## config.mk

```make
export PLATFORM = sky130hd
export DESIGN_NAME = invader_fleet_controller_flat
export DESIGN_NICKNAME = d
export VERILOG_FILES = /design/src/rtl/invader_fleet_controller_if.sv /design/src/rtl/invader_fleet_controller.sv /design/src/flat_wrapper.sv
export SDC_FILE = /design/constraint.sdc
export NUM_CORES = 1
export LEC_CHECK = 0
export BUFFER_PORTS_ARGS = -buffer_cell sky130_fd_sc_hd__buf_2
export CORE_MARGIN = 8
export CORE_UTILIZATION = 54
export CTS_CLUSTER_DIAMETER = 80
export DETAILED_ROUTE_END_ITERATION = 12
export GPL_ROUTABILITY_DRIVEN = 0
export PLACE_DENSITY_LB_ADDON = 0.3
export SYNTH_ARGS = -nofsm -noshare
export SYNTH_HDL_FRONTEND = slang
export SYNTH_SLANG_ARGS = --single-unit
```

## constraint.sdc

```tcl
create_clock -name clk -period 5.9 [get_ports clk]
set_input_delay 0.295 -clock clk [delete_from_list [all_inputs] [get_ports clk]]
set_output_delay 0.295 -clock clk [all_outputs]
set_load 0.005 [all_outputs]
```

## src/rtl/invader_fleet_controller_if.sv

```systemverilog
// Bundles the fleet controller's frame/collision inputs and its formation/status outputs.
// The master side is the game logic and the slave side is the controller.
interface invader_fleet_controller_if;
    logic       frame;
    logic [5:0] invader_collision;
    logic       restart;
    logic [9:0] invaders_x;
    logic [9:0] invaders_y;
    logic [5:0] alive;
    logic       kill;
    logic [2:0] kill_num;
    logic       step;
    logic       anim;
    logic       cleared;
    logic       landed;

    modport master (
        output frame, invader_collision, restart,
        input  invaders_x, invaders_y, alive, kill, kill_num, step, anim, cleared, landed
    );

    modport slave (
        input  frame, invader_collision, restart,
        output invaders_x, invaders_y, alive, kill, kill_num, step, anim, cleared, landed
    );
endinterface

```

## src/rtl/invader_fleet_controller.sv

```systemverilog
// Marches a single row of six invaders, descends at the screen edges and speeds up per kill.
// state     | meaning
// MARCH_R   | stepping right on each period expiry
// MARCH_L   | stepping left on each period expiry
// DONE_CLR  | every invader destroyed, waiting for restart
// DONE_LAND | fleet reached the bottom, waiting for restart
module invader_fleet_controller #(
    parameter int SCREEN_W    = 640,
    parameter int INVADER_W   = 32,
    parameter int PITCH       = 48,
    parameter int START_X     = 64,
    parameter int START_Y     = 48,
    parameter int STEP_X      = 4,
    parameter int STEP_Y      = 16,
    parameter int BOTTOM_Y    = 400,
    parameter int BASE_PERIOD = 30,
    parameter int SPEEDUP     = 4,
    parameter int MIN_PERIOD  = 8
) (
    input  logic                        clk,
    input  logic                        rst,
    invader_fleet_controller_if.slave   bus
);

    typedef enum logic [1:0] {MARCH_R, MARCH_L, DONE_CLR, DONE_LAND} state_t;

    localparam logic signed [7:0] BASE_S  = 8'(BASE_PERIOD);
    localparam logic signed [7:0] SPEED_S = 8'(SPEEDUP);
    localparam logic signed [7:0] MIN_S   = 8'(MIN_PERIOD);

    state_t      state, state_nx;
    logic [7:0]  frame_cnt, frame_cnt_nx;
    logic [2:0]  kills, kills_nx;
    logic [9:0]  x_nx, y_nx;
    logic [5:0]  alive_nx;
    logic        kill_nx, step_nx, anim_nx, cleared_nx, landed_nx;
    logic [2:0]  kill_num_nx;

    logic signed [7:0] period_raw, period;
    logic        step_due;
    logic [5:0]  hits;
    logic [2:0]  hit_cnt;
    logic [2:0]  lm, rm;
    logic [10:0] left_edge, right_edge;
    logic        can_right, can_left;
    logic [9:0]  y_desc;
    logic        descend;

    function automatic logic [2:0] popcnt(input logic [5:0] v);
        logic [2:0] c;
        c = '0;
        for (int i = 0; i < 6; i++) c = c + {2'b00, v[i]};
        return c;
    endfunction

    // Signed so that a large kill count clamps to MIN_PERIOD instead of wrapping.
    always_comb begin
        period_raw = BASE_S - SPEED_S * $signed({5'b00000, kills});
        period     = (period_raw < MIN_S) ? MIN_S : period_raw;
        step_due   = ({1'b0, frame_cnt} + 9'd1) >= {1'b0, period};
    end

    always_comb begin
        lm = '0;
        rm = '0;
        for (int i = 5; i >= 0; i--) if (bus.alive[i]) lm = 3'(i);
        for (int i = 0; i < 6; i++)  if (bus.alive[i]) rm = 3'(i);
    end

    assign hits       = bus.invader_collision & bus.alive;
    assign hit_cnt    = popcnt(hits);
    assign left_edge  = {1'b0, bus.invaders_x} + 11'(lm) * 11'(PITCH);
    assign right_edge = {1'b0, bus.invaders_x} + 11'(rm) * 11'(PITCH) + 11'(INVADER_W);
    assign can_right  = (right_edge + 11'(STEP_X)) <= 11'(SCREEN_W);
    assign can_left   = left_edge >= 11'(STEP_X);
    assign y_desc     = bus.invaders_y + 10'(STEP_Y);

    always_comb begin
        state_nx     = state;
        frame_cnt_nx = frame_cnt;
        kills_nx     = kills;
        x_nx         = bus.invaders_x;
        y_nx         = bus.invaders_y;
        alive_nx     = bus.alive;
        kill_nx      = 1'b0;
        kill_num_nx  = '0;
        step_nx      = 1'b0;
        anim_nx      = bus.anim;
        cleared_nx   = bus.cleared;
        landed_nx    = bus.landed;
        descend      = 1'b0;

        if (bus.restart) begin
            state_nx     = MARCH_R;
            frame_cnt_nx = '0;
            kills_nx     = '0;
            x_nx         = 10'(START_X);
            y_nx         = 10'(START_Y);
            alive_nx     = 6'b111111;
            anim_nx      = 1'b0;
            cleared_nx   = 1'b0;
            landed_nx    = 1'b0;
        end else if (state == MARCH_R || state == MARCH_L) begin
            if (hits != 6'b0) begin
                alive_nx    = bus.alive & ~hits;
                kills_nx    = kills + hit_cnt;
                kill_nx     = 1'b1;
                kill_num_nx = hit_cnt;
            end
            // A clearing hit wins over any step due in the same cycle.
            if ((bus.alive & ~hits) == 6'b0) begin
                state_nx   = DONE_CLR;
                cleared_nx = 1'b1;
            end else if (bus.frame) begin
                if (step_due) begin
                    frame_cnt_nx = '0;
                    step_nx      = 1'b1;
                    anim_nx      = ~bus.anim;
                    if (state == MARCH_R) begin
                        if (can_right) x_nx = bus.invaders_x + 10'(STEP_X);
                        else           descend = 1'b1;
                    end else begin
                        if (can_left)  x_nx = bus.invaders_x - 10'(STEP_X);
                        else           descend = 1'b1;
                    end
                    if (descend) begin
                        y_nx = y_desc;
                        if (y_desc >= 10'(BOTTOM_Y)) begin
                            state_nx  = DONE_LAND;
                            landed_nx = 1'b1;
                        end else begin
                            state_nx = (state == MARCH_R) ? MARCH_L : MARCH_R;
                        end
                    end
                end else begin
                    frame_cnt_nx = frame_cnt + 8'd1;
                end
            end
        end
    end

    always_ff @(posedge clk) begin
        if (rst) begin
            state            <= MARCH_R;
            frame_cnt        <= '0;
            kills            <= '0;
            bus.invaders_x   <= 10'(START_X);
            bus.invaders_y   <= 10'(START_Y);
            bus.alive        <= 6'b111111;
            bus.kill         <= 1'b0;
            bus.kill_num     <= '0;
            bus.step         <= 1'b0;
            bus.anim         <= 1'b0;
            bus.cleared      <= 1'b0;
            bus.landed       <= 1'b0;
        end else begin
            state            <= state_nx;
            frame_cnt        <= frame_cnt_nx;
            kills            <= kills_nx;
            bus.invaders_x   <= x_nx;
            bus.invaders_y   <= y_nx;
            bus.alive        <= alive_nx;
            bus.kill         <= kill_nx;
            bus.kill_num     <= kill_num_nx;
            bus.step         <= step_nx;
            bus.anim         <= anim_nx;
            bus.cleared      <= cleared_nx;
            bus.landed       <= landed_nx;
        end
    end

endmodule

```

## src/flat_wrapper.sv

```systemverilog
// flat-port wrapper written by rule: the top's interface ports become plain ports
module invader_fleet_controller_flat 
#(
    parameter int SCREEN_W    = 640,
    parameter int INVADER_W   = 32,
    parameter int PITCH       = 48,
    parameter int START_X     = 64,
    parameter int START_Y     = 48,
    parameter int STEP_X      = 4,
    parameter int STEP_Y      = 16,
    parameter int BOTTOM_Y    = 400,
    parameter int BASE_PERIOD = 30,
    parameter int SPEEDUP     = 4,
    parameter int MIN_PERIOD  = 8
)
  (clk, rst, bus_frame, bus_invader_collision, bus_restart, bus_invaders_x, bus_invaders_y, bus_alive, bus_kill, bus_kill_num, bus_step, bus_anim, bus_cleared, bus_landed);
  invader_fleet_controller_if bus_i ();
  input  logic clk;
  input  logic rst;
  input wire logic [$bits(bus_i.frame)-1:0] bus_frame;
  input wire logic [$bits(bus_i.invader_collision)-1:0] bus_invader_collision;
  input wire logic [$bits(bus_i.restart)-1:0] bus_restart;
  output wire logic [$bits(bus_i.invaders_x)-1:0] bus_invaders_x;
  output wire logic [$bits(bus_i.invaders_y)-1:0] bus_invaders_y;
  output wire logic [$bits(bus_i.alive)-1:0] bus_alive;
  output wire logic [$bits(bus_i.kill)-1:0] bus_kill;
  output wire logic [$bits(bus_i.kill_num)-1:0] bus_kill_num;
  output wire logic [$bits(bus_i.step)-1:0] bus_step;
  output wire logic [$bits(bus_i.anim)-1:0] bus_anim;
  output wire logic [$bits(bus_i.cleared)-1:0] bus_cleared;
  output wire logic [$bits(bus_i.landed)-1:0] bus_landed;
  assign bus_i.frame = bus_frame;
  assign bus_i.invader_collision = bus_invader_collision;
  assign bus_i.restart = bus_restart;
  assign bus_invaders_x = bus_i.invaders_x;
  assign bus_invaders_y = bus_i.invaders_y;
  assign bus_alive = bus_i.alive;
  assign bus_kill = bus_i.kill;
  assign bus_kill_num = bus_i.kill_num;
  assign bus_step = bus_i.step;
  assign bus_anim = bus_i.anim;
  assign bus_cleared = bus_i.cleared;
  assign bus_landed = bus_i.landed;
  invader_fleet_controller #(.SCREEN_W(SCREEN_W), .INVADER_W(INVADER_W), .PITCH(PITCH), .START_X(START_X), .START_Y(START_Y), .STEP_X(STEP_X), .STEP_Y(STEP_Y), .BOTTOM_Y(BOTTOM_Y), .BASE_PERIOD(BASE_PERIOD), .SPEEDUP(SPEEDUP), .MIN_PERIOD(MIN_PERIOD)) u_core (.clk(clk), .rst(rst), .bus(bus_i));
endmodule
```

# Word level (Yosys, flattened, before mapping)
# Cells that the tools add are included.
totals:
  register_bits: 47
  latchBits: 0
  mem_bits_rw: 0
  rom_bits: 0
  input_bits: 10
  wordCells: 97
  memories: 0
op_classes:
  add_sub_neg: 16
  mul: 2
  div: 0
  n_lt_le_gt_ge: 5
  eq_ne: 2
  shift: 0
  muxes: 32
  bitwise_logic: 8
  n_reduce_logical: 20
ops:
  columns: ["cell", "n"]
  rows:
  - ["2-to-1 mux 10 bit", 3]
  - ["2-to-1 mux 3 bit", 8]
  - ["adder 10 x 9 -> 11 bit", 2]
  - ["2-to-1 mux 8 bit", 2]
  - ["2-to-1 mux 2 bit", 7]
  - ["adder 3 x 1 -> 3 bit", 4]
  - ["bitwise AND 6 bit", 2]
  - ["2-to-1 mux 1 bit", 12]
  - ["AND reduction 6 bit", 2]
  - ["adder 11 x 3 -> 11 bit (second input constant)", 1]
  - ["adder 11 x 6 -> 11 bit (second input constant)", 1]
  - [">= comparator 11 x 3 -> 1 bit (second input constant)", 1]
  - ["<= comparator 11 x 10 -> 1 bit (second input constant)", 1]
  - ["adder 10 x 3 -> 10 bit (second input constant)", 1]
  - ["adder 10 x 5 -> 10 bit (second input constant)", 1]
  - [">= comparator 10 x 9 -> 1 bit (second input constant)", 1]
  - ["multiplier 3 x 2 -> 5 bit (second input constant)", 2]
  - ["subtractor 10 x 3 -> 10 bit (second input constant)", 1]
  - ["adder 8 x 1 -> 9 bit (second input constant)", 1]
  - [">= comparator 9 x 8 -> 1 bit", 1]
  - ["adder 8 x 1 -> 8 bit (second input constant)", 1]
  - ["< comparator 8 x 5 -> 1 bit (second input constant)", 1]
  - ["AND reduction 4 bit", 2]
  - ["nonzero test 2 bit", 4]
  - ["18 further kinds", 23]

# Depth between registers and ports, before layout
# Gate-level depths: netlist of run 1.
logic_depth:
  ltp_word: 21
  mapped_depth: 18
  mapped_depth_nobuf: 17

# Least setup slack after synthesis of run 1
# No wires, ideal clock.
synth_path:
  path_kind: "register to register"
  start: "reg u_core.bus.alive[4]"
  end: "reg u_core.bus.invaders_y[8]"
  setup_time_ns: 0.059
  t_arrival_ns: 4.027
  required_ns: 5.841
  setup_slack_ns: 1.814
  path_stages_with_launch: 17
  synth_period_minus_slack_ns: 4.086
  path_cell_list: "dfxtp_1 > inv_1 > nand2_1 > nor2_1 > ha_1 > fa_1 > xor2_1 > ha_1 > ha_1 > or3_1 > a22o_1 > a211oi_2 > a211o_1 > or3b_1 > buf_6 > or4_1 > nand2_1"
synth_via:
  elab_chain_cells: 16
  word_cells_on_any_way: 29
  cone_classes: "add/sub (4); mul (2); order compare (2); mux (15); bitwise (4); reduce/logical (2)"
synth_rtl:
  columns: ["element", "line", "text"]
  rows:
  - ["start: declaration", "invader_fleet_controller_if.sv:24", "output invaders_x, invaders_y, alive, kill, kill_num, step, anim, cleared, landed"]
  - ["start signal: assignment", "invader_fleet_controller.sv:162", "bus.alive <= alive_nx;"]
  - ["parallel branches: the longest is 15 deep, another holds adder 10 x 9 -> 11 bit", null, null]
  - ["AND reduction 5 bit (no line) (*)", null, null]
  - ["end signal: assignment", "invader_fleet_controller.sv:148", "bus.invaders_y <= 10'(START_Y);"]
  - ["end signal: assignment", "invader_fleet_controller.sv:161", "bus.invaders_y <= y_nx;"]
  - ["end: declaration", "invader_fleet_controller_if.sv:24", null]
# Every way passes the cells marked *. The select of a mux whose other input is x is not followed.
# A chain may end at the register's enable or synchronous reset.

# Worst setup path in the final report of run 1
layout_path:
  start: "reg u_core.bus.alive[5]"
  end: "reg u_core.bus.invaders_y[9]"
layout_via:
  elab_chain_cells: 17
  word_cells_on_any_way: 29
  cone_classes: "add/sub (4); mul (2); order compare (2); mux (15); bitwise (4); reduce/logical (2)"
layout_rtl:
  columns: ["element"]
  rows:
  - ["parallel branches: the longest is 16 deep, another holds adder 10 x 9 -> 11 bit"]
  - ["AND reduction 5 bit (no line) (*)"]
# Marked as above.

==> results.yml, run 1 <==
critical_path:
  path_common_cell: "ha_1"
  crit_chain: "inv_1, nand2_1, nor2_1, ha_1, fa_1, ha_1, ha_1, nor3_1, a211oi_1, nor3_1, a211oi_2, a211o_1, or3b_1, or4_1, nand2_1"
  worstPathArrival_ns: 4.63
  startpoint_type: "flip-flop"
  end_kind: "flip-flop"
  worst-setup-path-type: "flip-flop to flip-flop"
  path_max_fanout: 12
  max_stage_delay_ns: 0.52
  critPathTopFamily: "simple AND/OR/NAND/NOR gates"
  worstPathRequired_ns: 6.14
  slowest_stage: "or4_1"
  path_buf_inv: 1
cts:
  post-cts-setup-buffers: 0
  cts_root_buf: "clkbuf_8"
  h-tree-depth: 2
  clkTransAtPathRegs_ns: 0.08
  cts_made_buffers: 5
  insertion_delay_ns: 0.29
  cts_tree: "yes"
  cts_hold_buf: 0
  ctsResizeCount: 0
  clock_path_buffers: 2
  cts_sinks: 41
floorplanning:
  std_cell_rows: 27
  ios: 44
  core_um2: 5439
  die_h_um: 90.56
  dieArea_um2: 8200
  initial_core_util_pct: 55.19
  dieWidth_um: 90.56
routing:
  num_vias: 2546
  vias_per_cell: 5.417
  routed_wl_um: 6240
  ant_nets: 0
  drtPass1Iterations: 5
  routedWlPerCell_um: 13.28
  drt_first_iter_violations: 96
  drc: 0
synthesis:
  ys.flop_type: "dfxtp_1"
  avgSynthCellArea_um2: 8.246
  synth_compound_area_share_pct: 15.38
  synth_cell_type_count: 52
  synthTopCellsByArea: "dfxtp_1, ha_1, nand2_1"
  syn_inst: 364
  synth_top_area_share_pct: 27.34
  yosysWarnings: 0
  syn-cell-area_um2: 3002
  yosysSeqAreaShare_pct: 27.34
  ys_async_sr_fraction_pct: 0
  synth_edf_count: 0
  synth.area.mux_share_pct: 2.001
  synth_fa_ha_area_share_pct: 20.76
  yosys.area_share.simple_pct: 22.26
  yosys.area_share.xor_xnor_pct: 5.252
  synth_top_family_by_area: "simple AND/OR/NAND/NOR gates"
  synth_area_leader_cell: "dfxtp_1"
  synth-seq-cells: 41
final_layout:
  multi_input_area_um2: 1993
  final-seq-area_um2: 820.8
  fin_util_pct: 61.15
  layout.nets: 452
  drive_gt1_share_pct: 12.81
  antenna_cells: 0
  area_growth_pct: 10.80
  num-fill-cells: 506
placed_design:
  pre_cts_slack_ns: 1.524
  io_buffers: 37
  dp_hpwl_um: 4753
sta:
  rsz0062_at_grt: "no"
  layout_setup_ws_ns: 1.507
  setup_tns_ns: 0
  max_freq_ghz: 0.2276
  slew_headroom_pct: 36.86
  setup_violations: 0
  final_hold_viol_count: 0
  period_needed_ns: 4.393
  slew_violations: 0
  tightest_slew_ns: 0.9427
  skew_ns: 0.01114
  fin_crit_sh_pct: 74.46
grt:
  antenna_found_initial: 0
  grt_pass1_wl_um: 10630
  grt_start_max_net_pins: 30
  track_usage_pct: 15.16
  first_global_vias: 2371
  grt_overflow: 0
pwr:
  p_leak_nw: 1.768
  peakVddDrop_uv: 130.6
  p_per_area_nw_per_um2: 187.2
worst_hold_path:
  hp-class: "input pin to flip-flop"
run:
  cap_violations: 0
run_status:
  status: "complete, no violations"
[power by group]
part	internal, mW	switching [mW]	leakage (nW)	total (mW)
logic	0.0430	0.0544	1.38	0.0974
registers	0.286	0.00772	0.333	0.293
clock network	0.138	0.0938	0.0585	0.232
[final cells by class]
type	instances	area share [%]
clock buffer	7	2.596
clock inverter	1	0.9029
inverter	30	3.386
multi-input combinational	281	59.93
sequential	41	24.68
tap	72	2.709
timing repair buffer	38	5.794
[cells by family after synthesis]
| family | after synthesis |
|---|---|
| xor gates and xnor gates | 18 |
| AOI/OAI and AO/OA | 71 |
| muxes | 6 |
| adders and majority gates | 45 |
| buffers and inverters | 47 |
| other | 1 |
| and+or+nand+nor | 135 |
| DFF | 41 |
[synth_stat cells (2+ instances only)]
library cell / instances
xnor2_1: 6
nor3_1: 14
o21bai_1: 2
dfxtp_1: 41
and2b_2: 2
nand3_1: 12
or4_1: 4
clkbuf_1: 9
or3_1: 3
xor2_1: 12
nand2_1: 43
fa_1: 8
mux2i_1: 6
nor4b_1: 2
a21oi_1: 15
a211oi_1: 3
ha_1: 37
a31oi_1: 3
a21o_1: 5
buf_4: 6
o31ai_1: 4
nand2b_1: 4
a211o_1: 2
and3_1: 9
o21ai_0: 16
inv_1: 30
o22ai_1: 6
o2111ai_1: 2
nor2_1: 28
nor2b_1: 4
o211ai_1: 5
[routing by layer]
layer	up-vias	share of wire, %	global-route usage [%]
met5	-	0	0
met4	0	2.0	5.687
met3	9	3.1	2.577
met2	47	48	26.07
met1	1177	47	18.32
li1	1313	-	-
[through the flow]
stage | hold WS (ns) | area (µm²) | instances | total power, mW
2_1_floorplan | 0.4472 | 3020 | 369 | 0.3759
6_report | 0.3043 | 3326 | 470 | 0.6226
3_5_place_dp | 0.4557 | 3209 | 462 | 0.3982
3_3_place_gp | 0.4445 | 3209 | 462 | 0.3938
4_1_cts | 0.2979 | 3326 | 470 | 0.6287
5_1_grt | 0.3232 | 3326 | 470 | 0.6584
[cells in the final DEF, fill, tap and decap left out, types with 2 or more instances in the layout]
| master | Yosys | final |
|---|---|---|
| a21oi_1 | 15 | 15 |
| o31ai_1 | 4 | 4 |
| o211ai_1 | 5 | 5 |
| inv_1 | 30 | 30 |
| nor4b_1 | 2 | 2 |
| xnor2_1 | 6 | 6 |
| o22ai_1 | 6 | 6 |
| mux2i_1 | 6 | 6 |
| nor2b_1 | 4 | 4 |
| o21bai_1 | 2 | 2 |
| xor2_1 | 12 | 12 |
| fa_1 | 8 | 8 |
| clkbuf_8 | 0 | 6 |
| a31oi_1 | 3 | 3 |
| a21o_1 | 5 | 5 |
| o2111ai_1 | 2 | 2 |
| nand3_1 | 12 | 12 |
| conb_1 | 1 | 6 |
| a211o_1 | 2 | 2 |
| ha_1 | 37 | 37 |
| nand2b_1 | 4 | 4 |
| or4_1 | 4 | 4 |
| o21ai_0 | 16 | 16 |
| a211oi_1 | 3 | 3 |
| nor2_1 | 28 | 28 |
| and3_1 | 9 | 9 |
| and2b_2 | 2 | 2 |
| buf_2 | 0 | 37 |
| or3_1 | 3 | 3 |
| dfxtp_1 | 41 | 41 |
| nand2_1 | 43 | 43 |
| nor3_1 | 14 | 14 |
[state kept, by name, summed over array words and instances (netlist names)]
register	cells
u_core.bus.kill	1
u_core.bus.invaders_y	6
u_core.bus.kill_num	3
u_core.bus.anim	1
u_core.bus.cleared	1
u_core.kills	3
u_core.bus.step	1
u_core.bus.landed	1
u_core.bus.alive	6
u_core.bus.invaders_x	8
u_core.frame_cnt	8
u_core.state	2
[final timing paths]
path / cells after the start / end / slack, ns / from
worst max-delay path: 15 / u_core.bus.invaders_y[9]$_SDFFE_PP0P_ / 1.51 / u_core.bus.alive[5]$_SDFFE_PP1P_
worst min-delay path: 4 / u_core.bus.alive[4]$_SDFFE_PP1P_ / 0.30 / bus_invader_collision[4]
worst max register to register: 15 / u_core.bus.invaders_y[9]$_SDFFE_PP0P_ / 1.51 / u_core.bus.alive[5]$_SDFFE_PP1P_
worst min register to register: 1 / u_core.bus.landed$_SDFFE_PP0P_ / 0.47 / u_core.bus.landed$_SDFFE_PP0P_
[worst min-delay path: stages]
cell     delay [ns]
buf_2          0.11
nand2_1        0.05
nand2_1        0.05
nand2_1        0.05
(Power assumes the default switching activity.)
==> run 2: changes to the inputs <==
Settings changed: CORE_UTILIZATION 54 to 52.
Clock period 5.9 ns to 3.8 ns, I/O delays scaled along.
==> results.yml, run 2 (synthesized netlist as in run 1, its figures left out) <==
run:
  cap_violations: 0
sta:
  setup_violations: 1
  slew_violations: 0
  slew_headroom_pct: 36.57
  fin_crit_sh_pct: 100.5
  final_hold_viol_count: 0
  tightest_slew_ns: 0.9470
  skew_ns: 0.006497
  max_freq_ghz: 0.2620
  period_needed_ns: 3.817
  layout_setup_ws_ns: -0.01715
  rsz0062_at_grt: "yes"
grt:
  grt_start_max_net_pins: 30
  grt_overflow: 0
  grt_pass1_wl_um: 11300
  antenna_found_initial: 0
  first_global_vias: 2541
  track_usage_pct: 15.69
critical_path:
  rr_startpoint: "u_core.bus.alive[2]$_SDFFE_PP1P_"
  reg2reg_depth: 15
  reg2reg_slack_ns: -0.02
  end_kind: "flip-flop"
  startpoint_type: "flip-flop"
  worstPathArrival_ns: 4.04
  worst-setup-path-type: "flip-flop to flip-flop"
  path_max_fanout: 7
  worstPathRequired_ns: 4.03
  r2r_end: "u_core.bus.invaders_y[7]$_SDFFE_PP0P_"
run_status:
  status: "complete, but fails checks"
  violations: "negative setup slack"
final_layout:
  num-fill-cells: 496
  reg.largest.list: "u_core.bus.invaders_x x8, u_core.frame_cnt x8"
  final-seq-area_um2: 825.8
  area_growth_pct: 20.38
  mostFrequentLayoutCells: "nand2_1, buf_2, dfxtp_1, ha_1, inv_1"
  antenna_cells: 0
  fin_util_pct: 65.22
  multi_input_area_um2: 2116
  final_common_cell: "nand2_1"
  drive_gt1_share_pct: 23.57
  layout.nets: 475
floorplanning:
  core_um2: 5540
  die_h_um: 91.98
  ios: 44
  initial_core_util_pct: 54.18
  std_cell_rows: 27
  dieArea_um2: 8459
  dieWidth_um: 91.98
routing:
  num_vias: 2644
  drtPass1Iterations: 4
  vias_per_cell: 5.374
  ant_nets: 0
  drt_first_iter_violations: 124
  drc: 0
  routedWlPerCell_um: 13.55
  routed_wl_um: 6665
placed_design:
  dp_hpwl_um: 5165
  io_buffers: 37
  pre_cts_slack_ns: -0.1187
pwr:
  p_per_area_nw_per_um2: 268.6
  p_leak_nw: 1.904
  peakVddDrop_uv: 258.1
worst_hold_path:
  min_to: "u_core.bus.alive[5]$_SDFFE_PP1P_"
  hp-class: "input pin to flip-flop"
  min-delay-start: "bus_invader_collision[5]"
  hold_depth: 4
cts:
  cts_sinks: 41
  cts_hold_buf: 0
  cts_root_buf: "clkbuf_8"
  clkTransAtPathRegs_ns: 0.08
  clock_path_buffers: 2
  cts_tree: "yes"
  insertion_delay_ns: 0.29
  cts_made_buffers: 5
  h-tree-depth: 2
==> run 2: cell count changes in the layout (fill, tap and decap cells not counted), moves of 2 or more <==
cell,previous run,this run
inv_1,30,28
nor3_1,14,11
ha_4,0,3
nor2_1,28,26
ha_1,37,33
buf_4,1,24
nor3_2,0,3
inv_2,0,2
o21ai_1,0,2
o21ai_0,16,13
dfxtp_2,0,4
dfxtp_1,41,37
==> run 2: layout make-up <==
class                           instances  share of cell area (%)
Clock buffer                            5                   1.904
Clock inverter                          2                  0.9695
Inverter                               30                   3.116
Multi-Input combinational cell        281                   58.55
Sequential cell                        41                   22.85
Tap cell                               72                   2.493
Timing Repair Buffer                   61                   10.11
==> run 2: worst max-delay path by stage <==
| stage | startpoint | to | cells past startpoint |
|---|---|---|---|
| global placement | u_core.bus.alive[2]$_SDFFE_PP1P_ | u_core.bus.invaders_y[7]$_SDFFE_PP0P_ | 15 |
| detailed placement | u_core.bus.alive[2]$_SDFFE_PP1P_ | u_core.bus.invaders_y[9]$_SDFFE_PP0P_ | 15 |
| floorplan | u_core.bus.alive[2]$_SDFFE_PP1P_ | u_core.bus.invaders_y[8]$_SDFFE_PP0P_ | 16 |
| global route | u_core.bus.alive[2]$_SDFFE_PP1P_ | u_core.bus.invaders_y[7]$_SDFFE_PP0P_ | 15 |
| CTS | u_core.bus.alive[2]$_SDFFE_PP1P_ | u_core.bus.invaders_y[7]$_SDFFE_PP0P_ | 15 |
| finish | u_core.bus.alive[2]$_SDFFE_PP1P_ | u_core.bus.invaders_y[7]$_SDFFE_PP0P_ | 15 |
==> run 2: stage by stage <==
stage	total power [mW]	setup TNS, ns	cell area [µm²]	hold WS [ns]	std cells
after floorplan	0.5900	-0.05250	3092	0.3457	369
after global routing	1.020	-0.5537	3613	0.2036	492
final	0.9707	-0.01715	3613	0.1895	492
after detailed placement	0.6390	-0.4521	3446	0.4538	484
after CTS	0.9759	-0.001239	3573	0.1873	492
after global placement	0.6325	-0.03483	3446	0.4429	484
==> run 2: repair_timing <==
action,in CTS,in global routing
pin swaps,8,1
buffers inserted,1,0
setup endpoints to repair,6,12
gates resized for setup,5,8
==> run 2: power by group <==
| group | leakage, nW | total, mW | internal [mW] | switching, mW |
|---|---|---|---|---|
| Sequential | 0.331 | 0.457 | 0.444 | 0.0129 |
| Clock | 0.0540 | 0.336 | 0.191 | 0.145 |
| Combinational | 1.52 | 0.178 | 0.0818 | 0.0961 |
| Total | 1.90 | 0.971 | 0.717 | 0.254 |
==> run 2: critical path, cell delays in order, from the launching register on <==
cell      delay (ns)
dfxtp_2         0.35
inv_2           0.04
a21oi_2         0.12
o21ai_2         0.07
ha_2            0.20
fa_2            0.34
xor2_1          0.16
ha_1            0.31
ha_4            0.23
or3_1           0.36
a22o_1          0.21
a211oi_2        0.23
a211o_1         0.17
or3b_4          0.41
or4b_1          0.47
o21ai_1         0.08
==> run 2: per-layer routing <==
layer / GRT usage [%] / vias to the layer above / part of all wire, %
met5: 0 / - / 0
met4: 2.953 / 0 / 0.75
met3: 3.504 / 7 / 3.8
met2: 27.77 / 49 / 49
met1: 18.98 / 1227 / 46
li1: - / 1361 / -
==> run 3: changes to the inputs <==
--- a/config.mk
+++ b/config.mk
@@ -8,4 +8,6 @@
 export BUFFER_PORTS_ARGS = -buffer_cell sky130_fd_sc_hd__buf_2
+export CELL_PAD_IN_SITES_DETAIL_PLACEMENT = 0
+export CELL_PAD_IN_SITES_GLOBAL_PLACEMENT = 1
 export CORE_MARGIN = 8
-export CORE_UTILIZATION = 52
+export CORE_UTILIZATION = 39
 export CTS_CLUSTER_DIAMETER = 80
--- a/constraint.sdc
+++ b/constraint.sdc
@@ -3,2 +3,2 @@
 set_output_delay 0.19 -clock clk [all_outputs]
-set_load 0.005 [all_outputs]
+set_load 0.01 [all_outputs]
==> results.yml, run 3 (synthesized netlist as in run 1, its figures left out) <==
final_layout:
  num-fill-cells: 738
  reg.largest.list: "u_core.bus.invaders_x x8, u_core.frame_cnt x8"
  area_growth_pct: 24.72
  antenna_cells: 0
  layout.nets: 479
  mostFrequentLayoutCells: "nand2_1, buf_2, dfxtp_1, ha_1, inv_1"
  drive_gt1_share_pct: 27.76
  final_area_um2: 3744
  final_common_cell: "nand2_1"
  fin_util_pct: 49.21
routing:
  drt_first_iter_violations: 64
  drtPass1Iterations: 4
  routed_wl_um: 7050
  num_vias: 2657
  drc: 0
  ant_nets: 0
  routedWlPerCell_um: 13.38
  vias_per_cell: 5.042
critical_path:
  r2r_end: "u_core.bus.invaders_y[7]$_SDFFE_PP0P_"
  reg2reg_depth: 16
  end_kind: "flip-flop"
  rr_startpoint: "u_core.bus.alive[2]$_SDFFE_PP1P_"
  worstPathArrival_ns: 4.07
  reg2reg_slack_ns: -0.02
  crit_end: "u_core.bus.invaders_y[7]$_SDFFE_PP0P_"
  critPathLaunch: "u_core.bus.alive[2]$_SDFFE_PP1P_"
  worstPathRequired_ns: 4.04
  path_max_fanout: 8
  startpoint_type: "flip-flop"
  worst-setup-path-type: "flip-flop to flip-flop"
run_status:
  violations: "negative setup slack"
  status: "complete, but fails checks"
pwr:
  switchingPower_mw: 0.2758
  p_per_area_nw_per_um2: 248.6
  peakVddDrop_uv: 143.4
  seqPwrFrac_pct: 48.9
  p_leak_nw: 1.930
  clockPowerShare_pct: 31.3
  intPower_mw: 0.6550
  p_comb_share_pct: 19.7
  p_sw_share_pct: 29.63
sta:
  slew_violations: 0
  skew_ns: 0.009082
  tightest_slew_ns: 1.120
  max_freq_ghz: 0.2616
  layout_setup_ws_ns: -0.02201
  rsz0062_at_grt: "yes"
  fin_crit_sh_pct: 100.6
  slew_headroom_pct: 25.25
  setup_tns_ns: -0.04072
  final_hold_viol_count: 0
  setup_violations: 2
  period_needed_ns: 3.822
floorplanning:
  initial_core_util_pct: 39.46
  dieWidth_um: 103.7
  dieArea_um2: 10760
  ios: 44
  std_cell_rows: 32
  core_um2: 7607
  die_h_um: 103.7
grt:
  grt_pass1_wl_um: 12140
  antenna_found_initial: 0
  grt_overflow: 0
  track_usage_pct: 13.18
  first_global_vias: 2696
  grt_start_max_net_pins: 30
cts:
  clkTransAtPathRegs_ns: 0.09
  clock_path_buffers: 2
  cts_tree: "yes"
  cts_root_buf: "clkbuf_8"
  h-tree-depth: 2
  cts_made_buffers: 5
  cts_hold_buf: 0
  insertion_delay_ns: 0.30
  cts_sinks: 41
worst_hold_path:
  hp-class: "input pin to flip-flop"
placed_design:
  dp_hpwl_um: 5417
  io_buffers: 37
  placed_cell_area_um2: 3498
run:
  cap_violations: 0
-- run 3: cell count changes in the layout (fill, tap and decap cells not counted), moves of 2 or more --
cell / delta
nor2_1: -2
o31ai_2: +3
nor3_2: +3
dfxtp_4: +2
buf_4: +2
o21ai_0: -2
o31ai_1: -3
inv_4: +2
buf_6: +2
nor3_1: -3
-- run 3: worst max-delay path, stage by stage, from the launching register on --
cell and delay [ns]:
dfxtp_4 0.38, inv_4 0.03, a21oi_2 0.11, o21ai_2 0.08, ha_2 0.21, fa_2 0.56, ha_4 0.20, ha_4 0.27
nor3_2 0.04, a211oi_1 0.25, buf_4 0.19, nor3_2 0.04, a211oi_2 0.25, a211o_1 0.17, or3b_4 0.42, or4b_1 0.48
o21ai_1 0.08
-- run 3: cell type report --
type / count / area [µm²] / share of cell area (%)
Sequential cell: 41 / 832.0 / 22.23
Multi-Input combinational cell: 281 / 2181 / 58.26
Clock buffer: 5 / 68.82 / 1.838
Timing Repair Buffer: 65 / 402.9 / 10.76
Clock inverter: 3 / 16.27 / 0.4345
Tap cell: 102 / 127.6 / 3.409
Inverter: 30 / 115.1 / 3.075
-- run 3: worst min path at each step --
stage | start | end | cells past startpoint
after floorplan | bus_invader_collision[4] | u_core.bus.alive[4]$_SDFFE_PP1P_ | 3
after global placement | u_core.bus.cleared$_SDFFE_PP0P_ | u_core.bus.cleared$_SDFFE_PP0P_ | 2
after detailed placement | u_core.bus.landed$_SDFFE_PP0P_ | u_core.bus.landed$_SDFFE_PP0P_ | 1
after CTS | bus_invader_collision[5] | u_core.bus.alive[5]$_SDFFE_PP1P_ | 4
after global routing | bus_invader_collision[5] | u_core.bus.alive[5]$_SDFFE_PP1P_ | 4
final | bus_invader_collision[5] | u_core.bus.alive[5]$_SDFFE_PP1P_ | 4
-- run 3: timing repair --
item | in CTS | in global routing
pin swaps | 8 | 6
setup buffers | 3 | 2
resized for setup | 3 | 27
setup endpoints to repair | 13 | 16
-- run 3: metal layers --
layer | GRT usage (%) | wire length (µm) | vias up
li1 | - | - | 1370
met1 | 15.04 | 3330 | 1252
met2 | 24.01 | 3432 | 30
met3 | 2.354 | 195 | 5
met4 | 4.447 | 91 | 0
met5 | 0 | 0 | -
-- run 3: stage by stage --
step                      std cells  total power [mW]  setup slack (ns)  hold slack, ns
after global placement          514            0.6366          -0.05986          0.4529
after global routing            527            0.9905           -0.1909          0.1970
after floorplan                 369            0.5942          -0.06939          0.3451
final                           527            0.9308          -0.02201          0.1705
after CTS                       525            0.9345          -0.04216          0.1642
after detailed placement        514            0.6410           -0.1362          0.4583
-- run 3: power by group through the flow --
stage / sequential, mW / combinational (mW) / clock [mW]
after floorplan: 0.468 / 0.126 / 0
after global placement: 0.465 / 0.172 / 0
after detailed placement: 0.465 / 0.176 / 0
after CTS: 0.455 / 0.178 / 0.301
after global routing: 0.457 / 0.211 / 0.322
final: 0.455 / 0.184 / 0.292
